File: src/rtl/i2c_apb_arbiter.sv
// i2c_apb_arbiter
// Round-robin arbiter plus APB master sequencer that shares the I2C
// controller's APB register port between NUM_REQ requesters. One register
// access is accepted per handshake. It is run as SETUP then ACCESS, and it
// completes with read data and an error flag. The error flag marks an access
// that was aborted because pready did not arrive within TIMEOUT_CYC cycles.
//
// Ports:
//   pclk_i, preset_i        clock, synchronous active-high reset
//   req_valid_i/req_ready_o per-requester handshake (ready only in IDLE)
//   req_write_i/addr/wdata  per-requester request fields (packed)
//   rsp_valid_o             one-cycle completion pulse to owning requester
//   rsp_rdata_o, rsp_err_o  read data / timeout flag, valid with rsp_valid_o
//   psel_o ... pready_i     APB master port
module i2c_apb_arbiter #(
  parameter int NUM_REQ     = 2,
  parameter int ADDR_W      = 8,
  parameter int DATA_W      = 8,
  parameter int TIMEOUT_CYC = 16
) (
  input  logic                      pclk_i,
  input  logic                      preset_i,
  input  logic [NUM_REQ-1:0]        req_valid_i,
  output logic [NUM_REQ-1:0]        req_ready_o,
  input  logic [NUM_REQ-1:0]        req_write_i,
  input  logic [NUM_REQ*ADDR_W-1:0] req_addr_i,
  input  logic [NUM_REQ*DATA_W-1:0] req_wdata_i,
  output logic [NUM_REQ-1:0]        rsp_valid_o,
  output logic [DATA_W-1:0]         rsp_rdata_o,
  output logic                      rsp_err_o,
  output logic                      psel_o,
  output logic                      penable_o,
  output logic                      pwrite_o,
  output logic [ADDR_W-1:0]         paddr_o,
  output logic [DATA_W-1:0]         pwdata_o,
  input  logic [DATA_W-1:0]         prdata_i,
  input  logic                      pready_i
);

  localparam int IDX_W = (NUM_REQ > 1) ? $clog2(NUM_REQ) : 1;
  localparam int CNT_W = (TIMEOUT_CYC > 0) ? $clog2(TIMEOUT_CYC + 1) : 1;
  localparam logic [CNT_W-1:0] CNT_LAST = CNT_W'((TIMEOUT_CYC > 0) ? TIMEOUT_CYC - 1 : 0);
  localparam logic [IDX_W-1:0] LAST_RST = IDX_W'(NUM_REQ - 1);

  typedef enum logic [1:0] {IDLE, SETUP, ACCESS} state_e;

  state_e               state_q, state_d;
  logic                 psel_q, psel_d;
  logic                 penable_q, penable_d;
  logic                 pwrite_q, pwrite_d;
  logic [ADDR_W-1:0]    paddr_q, paddr_d;
  logic [DATA_W-1:0]    pwdata_q, pwdata_d;
  logic [NUM_REQ-1:0]   rsp_valid_q, rsp_valid_d;
  logic [DATA_W-1:0]    rsp_rdata_q, rsp_rdata_d;
  logic                 rsp_err_q, rsp_err_d;
  logic [CNT_W-1:0]     wait_cnt_q, wait_cnt_d;
  logic [IDX_W-1:0]     last_grant_q, last_grant_d;
  logic [IDX_W-1:0]     owner_q, owner_d;

  logic                 grant_found;
  logic [IDX_W-1:0]     grant_idx;
  logic [IDX_W-1:0]     cand;

  // Round-robin search starting one past the last granted requester.
  always_comb begin
    grant_found = 1'b0;
    grant_idx   = '0;
    cand        = '0;
    for (int unsigned k = 0; k < NUM_REQ; k++) begin
      cand = IDX_W'((32'(last_grant_q) + 32'd1 + k) % NUM_REQ);
      if (!grant_found && req_valid_i[cand]) begin
        grant_found = 1'b1;
        grant_idx   = cand;
      end
    end
  end

  always_comb begin
    req_ready_o = '0;
    if (state_q == IDLE && grant_found) req_ready_o[grant_idx] = 1'b1;
  end

  always_comb begin
    state_d      = state_q;
    psel_d       = psel_q;
    penable_d    = penable_q;
    pwrite_d     = pwrite_q;
    paddr_d      = paddr_q;
    pwdata_d     = pwdata_q;
    rsp_valid_d  = '0;
    rsp_rdata_d  = rsp_rdata_q;
    rsp_err_d    = rsp_err_q;
    wait_cnt_d   = wait_cnt_q;
    last_grant_d = last_grant_q;
    owner_d      = owner_q;
    case (state_q)
      IDLE: begin
        if (grant_found) begin
          psel_d       = 1'b1;
          pwrite_d     = req_write_i[grant_idx];
          paddr_d      = req_addr_i[grant_idx*ADDR_W +: ADDR_W];
          pwdata_d     = req_wdata_i[grant_idx*DATA_W +: DATA_W];
          owner_d      = grant_idx;
          last_grant_d = grant_idx;
          state_d      = SETUP;
        end
      end
      SETUP: begin
        penable_d  = 1'b1;
        wait_cnt_d = '0;
        state_d    = ACCESS;
      end
      ACCESS: begin
        // Normal completion takes priority over a timeout on the same cycle.
        if (pready_i) begin
          psel_d               = 1'b0;
          penable_d            = 1'b0;
          rsp_valid_d[owner_q] = 1'b1;
          rsp_rdata_d          = pwrite_q ? '0 : prdata_i;
          rsp_err_d            = 1'b0;
          state_d              = IDLE;
        end else if (TIMEOUT_CYC > 0 && wait_cnt_q == CNT_LAST) begin
          psel_d               = 1'b0;
          penable_d            = 1'b0;
          rsp_valid_d[owner_q] = 1'b1;
          rsp_rdata_d          = '0;
          rsp_err_d            = 1'b1;
          state_d              = IDLE;
        end else begin
          wait_cnt_d = wait_cnt_q + 1'b1;
        end
      end
      default: state_d = IDLE;
    endcase
  end

  always_ff @(posedge pclk_i) begin
    if (preset_i) begin
      state_q      <= IDLE;
      psel_q       <= 1'b0;
      penable_q    <= 1'b0;
      pwrite_q     <= 1'b0;
      paddr_q      <= '0;
      pwdata_q     <= '0;
      rsp_valid_q  <= '0;
      rsp_rdata_q  <= '0;
      rsp_err_q    <= 1'b0;
      wait_cnt_q   <= '0;
      last_grant_q <= LAST_RST;
      owner_q      <= '0;
    end else begin
      state_q      <= state_d;
      psel_q       <= psel_d;
      penable_q    <= penable_d;
      pwrite_q     <= pwrite_d;
      paddr_q      <= paddr_d;
      pwdata_q     <= pwdata_d;
      rsp_valid_q  <= rsp_valid_d;
      rsp_rdata_q  <= rsp_rdata_d;
      rsp_err_q    <= rsp_err_d;
      wait_cnt_q   <= wait_cnt_d;
      last_grant_q <= last_grant_d;
      owner_q      <= owner_d;
    end
  end

  assign psel_o      = psel_q;
  assign penable_o   = penable_q;
  assign pwrite_o    = pwrite_q;
  assign paddr_o     = paddr_q;
  assign pwdata_o    = pwdata_q;
  assign rsp_valid_o = rsp_valid_q;
  assign rsp_rdata_o = rsp_rdata_q;
  assign rsp_err_o   = rsp_err_q;

endmodule

File: config.mk
export PLATFORM = sky130hd
export DESIGN_NAME = i2c_apb_arbiter
export DESIGN_NICKNAME = d
export VERILOG_FILES = /design/src/rtl/i2c_apb_arbiter.sv
export SDC_FILE = /design/constraint.sdc
export NUM_CORES = 1
export LEC_CHECK = 0
export ABC_AREA = 1
export CORE_MARGIN = 1.5
export CORE_UTILIZATION = 42
export CTS_CLUSTER_SIZE = 20
export DETAILED_ROUTE_END_ITERATION = 8
export GPL_ROUTABILITY_DRIVEN = 1
export PLACE_DENSITY = 0.89
export SLEW_MARGIN = 30
export SYNTH_ARGS = -nofsm -noshare
export SYNTH_HDL_FRONTEND = slang
export SYNTH_SLANG_ARGS = --single-unit
File: constraint.sdc
create_clock -name pclk_i -period 1.7 [get_ports pclk_i]
set_input_delay 0.51 -clock pclk_i [delete_from_list [all_inputs] [get_ports pclk_i]]
set_output_delay 0.51 -clock pclk_i [all_outputs]
set_load 0.1 [all_outputs]
==> results of run 1 <==
-- flip-flops by register name, summed over array words and instances, names as in the netlist, 2 cells and up --
| register | count |
|---|---|
| rsp_valid_o | 2 |
| rsp_rdata_o | 8 |
| paddr_o | 8 |
| wait_cnt_q | 5 |
| pwdata_o | 8 |
| state_q | 2 |
-- metrics by stage --
step | util (%) | cells | instance area, sq um | hold slack, ps | setup TNS (ps)
CTS | 81.6 | 418 | 3360 | 454 | -219
detailed placement | 76.3 | 399 | 3140 | 443 | -7060
floorplan | - | 264 | 1920 | 417 | -316
finish | 82.5 | 419 | 3400 | 489 | -329
global placement | 76.3 | 399 | 3140 | 429 | -5400
global route | 82.5 | 419 | 3400 | 487 | -1050
-- power by group through the flow --
stage / Sequential, mW / Clock (mW) / Combinational (mW)
3_5_place_dp: 1.12 / 0 / 1.58
2_1_floorplan: 1.59 / 0 / 0.512
4_1_cts: 1.10 / 0.638 / 1.70
6_report: 1.11 / 0.644 / 1.79
5_1_grt: 1.11 / 0.671 / 1.86
3_3_place_gp: 1.12 / 0 / 1.55
-- Yosys cell counts, drive strengths merged --
master,number
nand4,1
nor2,8
buf,10
dfxtp,39
clkbuf,3
inv,20
nor3b,1
ha,5
nor3,4
a22oi,1
nand3,34
a21oi,25
o21ai,3
nand2,110
-- kinds of logic after synthesis --
logic type	share of synthesized area [%]
buffers and inverters	8.86
AND/OR/NAND/NOR	36.8
AO/OA/AOI/OAI	8.45
adder cells (fa/ha/maj)	3.41
flip-flops	42.5
-- repair_timing --
action                     in CTS  in global routing
gates resized for setup        22                 10
setup endpoints to repair       5                 20
pin swaps                       4                  3
buffers inserted               11                  3
-- routing by layer --
metal  track usage, %  up-vias  part of all wire (%)
li1                 -     1048                     -
met1             27.1     1049                    38
met2             45.3      123                    51
met3             6.29       30                   6.3
met4             20.0        0                   4.8
met5                0        -                     0
-- worst max path at each step --
stage                              start  depth (start not counted)              to
after floorplan           req_valid_i[0]                          7  req_ready_o[0]
final                       last_grant_q                          8  req_ready_o[0]
after global routing          state_q[1]                          7  req_ready_o[0]
after CTS                 req_valid_i[0]                          9  req_ready_o[0]
after global placement    req_valid_i[0]                          9  req_ready_o[0]
after detailed placement  req_valid_i[0]                          9  req_ready_o[0]
-- worst max-delay path, stage by stage (launching register included) --
cell and delay (ps):
dfxtp_4 410, inv_4 60, nand2_8 60, nand3_4 80
nand2_4 90, inv_4 50, nand2_4 60, clkinvlp_4 90
buf_12 170
-- placed cells by master (no fill, tap or decap), types with 6 or more instances in the layout --
master	n
nand2_1	102
clkdlybuf4s50_1	44
dfxtp_1	36
buf_12	34
nand3_1	32
buf_4	30
a21oi_1	23
inv_1	12
nor2_1	7
nand2_4	6
-- cell type report --
cell class / count / share of cell area [%]
inverters: 20 / 2.58
well taps: 50 / 1.84
clock buffers: 6 / 2.14
repair buffers: 110 / 40.1
multi-input cells: 192 / 29.8
clock inverters: 2 / 0.368
flip-flops and latches: 39 / 23.2
==> impl_metrics.json, run 1 <==
{
  "r2r_end": "wait_cnt_q[4]",
  "whs_path_depth": 1,
  "synth.area.top_cells": "dfxtp_1 43%, nand2_1 21%, nand3_1 9.0%",
  "clk_pin_slew_ps": 80,
  "synth_top_area_share_pct": 42.5,
  "area.sequential_sq_um": 787,
  "r2r_slack_ps": -30,
  "worstHoldStart": "owner_q",
  "grt.total_usage_pct": 26.2,
  "drt_pass1_iterations": 5,
  "cts_tree": "done",
  "internal_power_mw": 1.99,
  "routabilityCongestion": 0.834,
  "cap_violations": 0,
  "syn_area_sq_um": 1840,
  "rows": 23,
  "holdPathEnd": "rsp_valid_o[0]",
  "ant_nets": 0,
  "die_h_um": 69.1,
  "violations": "negative setup slack",
  "synth_nets": 316,
  "period_share_pct": 111,
  "cts_max_path_buffers": 2,
  "cts-root-buf": "clkbuf_8",
  "critPathLaunchType": "register",
  "hpwl_um": 3960,
  "tightest_slew_ps": 271,
  "r2r-start": "wait_cnt_q[0]",
  "slew_headroom_pct": 81.9,
  "drc": 0,
  "first_iter_violations": 188,
  "dp_slack_ps": -548,
  "routed_wl_um": 6780,
  "crit_required_ps": 1190,
  "status": "finished, violations left",
  "rsz0062_at_grt": "true",
  "n_antenna_cell": 0,
  "fmax_mhz": 529,
  "antenna_found_initial": 0,
  "worstSetupPathType": "register to primary output",
  "power.total_mw": 3.54,
  "ys_ff_latch": 39,
  "cts-htree-levels": 2,
  "viasPerCell": 5.37,
  "overflow": 0,
  "avgRoutedWirePerCell_um": 16.2,
  "slew_violations": 0,
  "switching_share_pct": 43.8,
  "yosys_warnings": 0,
  "layout_setup_ws_ps": -192,
  "die_area_sq_um": 4780,
  "ir_worst_vdd_v": 0.000749,
  "dr_total_vias": 2250,
  "hold_viol_final": 0,
  "coreArea_sq_um": 4120,
  "grt_pass1_wl_um": 9960,
  "power_frac_comb_pct": 50.5,
  "nets": 420,
  "grt_max_degree": 25,
  "pin_count": 79,
  "worstSkewPairLatency_ps": 310,
  "min_path_type": "register to register",
  "synth_top_area_cell": "dfxtp_1",
  "io_buffers": 78,
  "dieWidth_um": 69.1,
  "p_switching_mw": 1.55,
  "cp-end-kind": "primary output",
  "drive_gt1_share_pct": 27.6,
  "numCtsBuffers": 5,
  "cp.arrival_ps": 1380,
  "fillers": 240,
  "synth_cell_types": 22,
  "grt_pass1_vias": 2173,
  "clkPwrFrac_pct": 18.2,
  "ctsHoldBuffers": 0,
  "setup_viol": 3,
  "syn_inst": 264,
  "syn_avg_cell_area_sq_um": 6.96,
  "p_seq_share_pct": 31.3,
  "skew_ps": 8.09,
  "start_util_pct": 44.6,
  "cp_max_fo": 3,
  "cts.sinks": 39,
  "fin_crit_ps": 1890,
  "p_leak_nw": 1.48,
  "area.growth.synth_to_final_pct": 84.9,
  "multi_input_area_sq_um": 1010,
  "r2r_cells": 10,
  "ys_seq_area_share_pct": 42.5,
  "power_density_nw_per_um2": 1040
}
(Power assumes the default switching activity.)
==> inputs of run 2 (changes only) <==
- SLEW_MARGIN: 30 -> unset
==> results of run 2 <==
Final layout, timing and power as in run 1 (identical DEF).
